$ cat src/rtl/sound_pcm.sv
// 1-bit sound level to signed 16-bit PCM: synchroniser, idle detect, IIR low-pass, decimator.
// Define SOUND_PCM_OVERRUN_CNT_EN to add the saturating overrun_cnt output.
module sound_pcm #(
    parameter int CLK_HZ       = 7_159_000,
    parameter int SAMPLE_HZ    = 48_000,
    parameter int AMP          = 8192,
    parameter int FILTER_SHIFT = 8,
    parameter int IDLE_TICKS   = 256
) (
    input  logic               clk7_159,
    input  logic               _reset,
    input  logic               sound_in,
    input  logic               sample_ready,
    output logic               sample_valid,
    output logic signed [15:0] sample,
    output logic               active
`ifdef SOUND_PCM_OVERRUN_CNT_EN
    ,
    output logic [7:0]         overrun_cnt
`endif
);

    localparam int ACC_W = $clog2(CLK_HZ + SAMPLE_HZ) + 1;
    localparam int CNT_W = $clog2(IDLE_TICKS + 1);

    localparam logic [ACC_W-1:0]  ACC_STEP  = ACC_W'(SAMPLE_HZ);
    localparam logic [ACC_W-1:0]  ACC_LIMIT = ACC_W'(CLK_HZ);
    localparam logic [CNT_W-1:0]  IDLE_MAX  = CNT_W'(IDLE_TICKS);
    localparam logic [CNT_W-1:0]  IDLE_LAST = CNT_W'(IDLE_TICKS - 1);
    localparam logic signed [23:0] TGT_HI   = 24'(AMP * 256);
    localparam logic signed [23:0] TGT_LO   = -TGT_HI;

    logic                     s_meta, s, s_d;
    logic [ACC_W-1:0]         acc;
    logic [CNT_W-1:0]         idle_cnt;
    logic signed [23:0]       y;

    logic                     edge_det;
    logic                     tick;
    logic [ACC_W-1:0]         acc_nxt;
    logic signed [23:0]       target;
    logic signed [24:0]       diff;
    logic signed [23:0]       y_next;

    // NOTE: every variable assigned in always_comb gets a default first so no latch can form.
    always_comb begin
        edge_det = (s != s_d);
        acc_nxt  = acc + ACC_STEP;
        tick     = (acc_nxt >= ACC_LIMIT);
        target   = '0;
        if (active)
            target = s ? TGT_HI : TGT_LO;
        // 25-bit difference cannot overflow; the shifted value always fits back into 24 bits.
        diff   = {target[23], target} - {y[23], y};
        y_next = y + 24'(diff >>> FILTER_SHIFT);
    end

    // NOTE: sequential state uses non-blocking assignments so every flop samples pre-edge values.
    always_ff @(posedge clk7_159 or negedge _reset) begin
        if (!_reset) begin
            s_meta <= 1'b0;
            s      <= 1'b0;
            s_d    <= 1'b0;
        end else begin
            s_meta <= sound_in;
            s      <= s_meta;
            s_d    <= s;
        end
    end

    always_ff @(posedge clk7_159 or negedge _reset) begin
        if (!_reset)
            acc <= '0;
        else if (tick)
            acc <= acc_nxt - ACC_LIMIT;
        else
            acc <= acc_nxt;
    end

    // An edge beats a coincident tick; active drops on the tick that brings the count to IDLE_TICKS.
    always_ff @(posedge clk7_159 or negedge _reset) begin
        if (!_reset) begin
            idle_cnt <= '0;
            active   <= 1'b0;
        end else if (edge_det) begin
            idle_cnt <= '0;
            active   <= 1'b1;
        end else if (tick && idle_cnt != IDLE_MAX) begin
            idle_cnt <= idle_cnt + 1'b1;
            if (idle_cnt == IDLE_LAST)
                active <= 1'b0;
        end
    end

    always_ff @(posedge clk7_159 or negedge _reset) begin
        if (!_reset)
            y <= '0;
        else
            y <= y_next;
    end

    // Latest sample wins: a tick always reloads, even over an unaccepted sample.
    always_ff @(posedge clk7_159 or negedge _reset) begin
        if (!_reset) begin
            sample       <= '0;
            sample_valid <= 1'b0;
        end else if (tick) begin
            sample       <= y[23:8];
            sample_valid <= 1'b1;
        end else if (sample_valid && sample_ready) begin
            sample_valid <= 1'b0;
        end
    end

`ifdef SOUND_PCM_OVERRUN_CNT_EN
    always_ff @(posedge clk7_159 or negedge _reset) begin
        if (!_reset)
            overrun_cnt <= '0;
        else if (tick && sample_valid && !sample_ready && overrun_cnt != 8'hFF)
            overrun_cnt <= overrun_cnt + 8'd1;
    end
`else
    // Without the counter an overrun simply replaces the held sample.
`endif

endmodule
$ cat config.mk
export PLATFORM = sky130hd
export DESIGN_NAME = sound_pcm
export DESIGN_NICKNAME = d
export VERILOG_FILES = /design/src/rtl/sound_pcm.sv
export SDC_FILE = /design/constraint.sdc
export NUM_CORES = 1
export LEC_CHECK = 0
export BUFFER_PORTS_ARGS = -buffer_cell sky130_fd_sc_hd__buf_4
export CAP_MARGIN = 15
export CORE_MARGIN = 2
export CORE_UTILIZATION = 62
export DETAILED_ROUTE_END_ITERATION = 10
export HOLD_SLACK_MARGIN = 0.12
export PLACE_DENSITY = 0.86
export SLEW_MARGIN = 10
export SYNTH_ARGS = -nofsm -noshare
export SYNTH_HDL_FRONTEND = slang
export SYNTH_SLANG_ARGS = --single-unit
$ cat constraint.sdc
create_clock -name clk7_159 -period 4.9 [get_ports clk7_159]
set_input_delay 0.245 -clock clk7_159 [delete_from_list [all_inputs] [get_ports clk7_159]]
set_output_delay 0.245 -clock clk7_159 [all_outputs]
set_load 0.05 [all_outputs]
==> metrics.yaml <==
synthFlopType: "dfrtp_1"
critical_path_class: "reg -> reg"
critPathCaptureType: "flip-flop"
fmax_mhz: 226
clk_latency_ns: 0.35
hold_path_class: "reg -> reg"
synth-edff-count: 0
finalInstanceArea_um2: 5460
hold_viol: 0
netlist_instances: 536
row_count: 32
cts_buffers: 9
synthToLayoutAreaGrowth_pct: 10.4
synth.avg_cell_area_um2: 9.22
layoutNonFillerInstCount: 667
dr.pass1.iters: 5
clk_path_buf_depth: 2
ff2ff_setup_slack_ns: 0.48
htreeDepth: 3
drtAntennaViolNets: 0
grt_pass1_vias: 3889
grt.overflow.total: 0
netlist_area_um2: 4940
syn_nets: 573
setup_tns_ns: 0
postCtsSetupBuffers: 0
dp_cells: 648
fin_crit_ns: 4.42
cts_tree: "yes"
io_pins: 22
grt_setup_unrepaired: "no"
design.core.area_um2: 7730
finalSetupViolations: 0
crit_path_top_delay_cell: "a2111oi_1"
required_ns: 5.18
async_flop_share_pct: 100
nNetsFinal: 597
synth_seq_cells: 75
num_vias: 3958
crit_arrival_ns: 4.69
tightest_slew_ns: 0.933
leakagePower_uw: 0.00239
path_cells: "nor4_2 -> nand4_1 -> or3_1 -> nor3_2 -> nand2b_1 -> nor2_1 -> xnor2_1 -> ha_1 -> a21oi_1 -> o21ai_0 -> nor2b_1 -> a2111oi_1 -> nor3_1 -> or3_1 -> a21oi_1 -> xnor2_1"
worstPathMaxFanout: 6
cap_violations: 0
power_density_nw_per_um2: 612
yosysWarnings: 0
antenna_found_initial: 0
path_clk_slew_ns: 0.08
avgViaCountPerCell: 5.93
wl_mm: 10.9
num_antenna_cells: 0
place.gp.congestion: 0.918
critPathMaxStageDelay_ns: 0.50
grt_max_degree: 76
worst_hold_slack_ns: 0.352
die_w_um: 93.3
routedWlPerCell_um: 16.4
seq_area_um2: 1880
drv_slew: 0
place_hpwl_mm: 7.80
maxSlewHeadroom_pct: 37.8
cts.sink_count: 75
status: "finished, final reports clean"
clock-skew-final_ns: 0.00638
fillers: 589
ys_types: 68
cts-root-buf: "clkbuf_8"
placed_cell_area_um2: 5160
drt_iter0_markers: 164
start_util_pct: 63.9
utilization_pct: 70.6
io_buffers: 21
die_area_um2: 8700
startpoint_type: "flip-flop"
drc: 0
multi_input_area_um2: 2930
grt_pass1_wl_mm: 18.1
max-vdd-ir-drop_v: 0.000630
grt_usage_pct: 26.5
seq_area_frac_synth_pct: 38.0
drive_gt1_share_pct: 11.3
finalCritPeriodShare_pct: 90.2
chipHeight_um: 93.3
## routing by layer
metal  track usage (%)  up-vias  routed length [um]  share of wire [%]
li1                  -     1935                   -                  -
met1              34.2     1884                4690                 43
met3              5.08       25                 517                4.7
met2              44.1      114                5470                 50
met4              10.7        0                 238                2.2
met5                 0        -                   0                  0
## placed cells by master, fill, tap and decap left out, types with 14 or more instances in the layout
| cell type | n |
|---|---|
| nand2_1 | 77 |
| dfrtp_1 | 75 |
| xnor2_1 | 42 |
| a21oi_1 | 36 |
| nor2_1 | 34 |
| ha_1 | 32 |
| buf_4 | 23 |
| inv_1 | 20 |
| xor2_1 | 17 |
| or3_1 | 14 |
| o21ai_0 | 14 |
## state kept, by name (all words and copies together), names as in the netlist
register	flops
s	1
y	24
sample_valid	1
s_meta	1
idle_cnt	9
acc	21
s_d	1
active	1
sample	16
## report_power, final
part / switching [uW] / internal, uW / leakage (uW)
combinational: 1020 / 824 / 0.00133
sequential: 147 / 762 / 0.000937
clock: 235 / 353 / 0.000123
total: 1400 / 1940 / 0.00239
## final cells by class
cell class	count	area share (%)
multi-input combinational	428	53.6
sequential	75	34.4
timing repair buffer	26	3.71
clock buffer	10	2.52
tap	102	2.34
clock inverter	6	2.04
inverter	20	1.38
## kinds of logic (layout without fill, tap and decap cells)
| logic type | count (synthesis) | in the layout | synth area share, % |
|---|---|---|---|
| DFF | 75 | 75 | 38.0 |
| adders and majority gates | 33 | 33 | 8.51 |
| AOI/OAI and AO/OA | 117 | 117 | 16.5 |
| buffers and inverters | 33 | 62 | 3.19 |
| and+or+nand+nor | 214 | 214 | 22.2 |
| muxes | 4 | 4 | 0.810 |
| xor gates and xnor gates | 60 | 60 | 10.8 |
## through the flow
step	setup WS [ns]	total power [uW]
2_1_floorplan	0.719	2310
3_3_place_gp	0.440	2610
3_5_place_dp	0.271	2690
4_1_cts	0.268	3300
5_1_grt	0.0899	3600
6_report	0.483	3340
## repair_timing
action	4_1_cts	5_1_grt
endpoints found under the hold margin	77	0
hold buffers	3	0
resized for setup	0	4
setup endpoints to repair	0	2
## worst paths after layout
| path | start | end | cells past startpoint |
|---|---|---|---|
| max | y[6]$_DFF_PN0_ | y[23]$_DFF_PN0_ | 16 |
| min | s_meta$_DFF_PN0_ | s$_DFF_PN0_ | 0 |
| min in group asynchronous | _reset | acc[7]$_DFF_PN0_ | 2 |
| max reg2reg | y[6]$_DFF_PN0_ | y[23]$_DFF_PN0_ | 16 |
| min reg2reg | s_meta$_DFF_PN0_ | s$_DFF_PN0_ | 0 |
| max in group asynchronous | _reset | acc[19]$_DFF_PN0_ | 2 |
## critical path: cells and delay by family (launching register included)
family	cells	cell delay (ns)
flip-flops	1	0.41
XOR/XNOR	2	0.27
adder cells (fa/ha/maj)	1	0.33
AO/OA/AOI/OAI	4	1.03
AND/OR/NAND/NOR	9	2.30
## synth_stat cells (all sizes together), types with 7 or more instances
cell type,n,area share (%)
a21o,11,1.7
a21oi,36,3.6
and2,12,1.5
buf,7,1.2
dfrtp,75,38
ha,32,8.1
inv,20,1.5
nand2,77,5.8
nand2b,9,1.1
nand3,13,1.4
nor2,34,2.6
nor3,13,1.4
nor4,7,1.0
o21ai,20,2.1
or2,8,1.1
or3,14,1.8
xnor2,42,7.4
xor2,18,3.3
(Power assumes the default switching activity.)
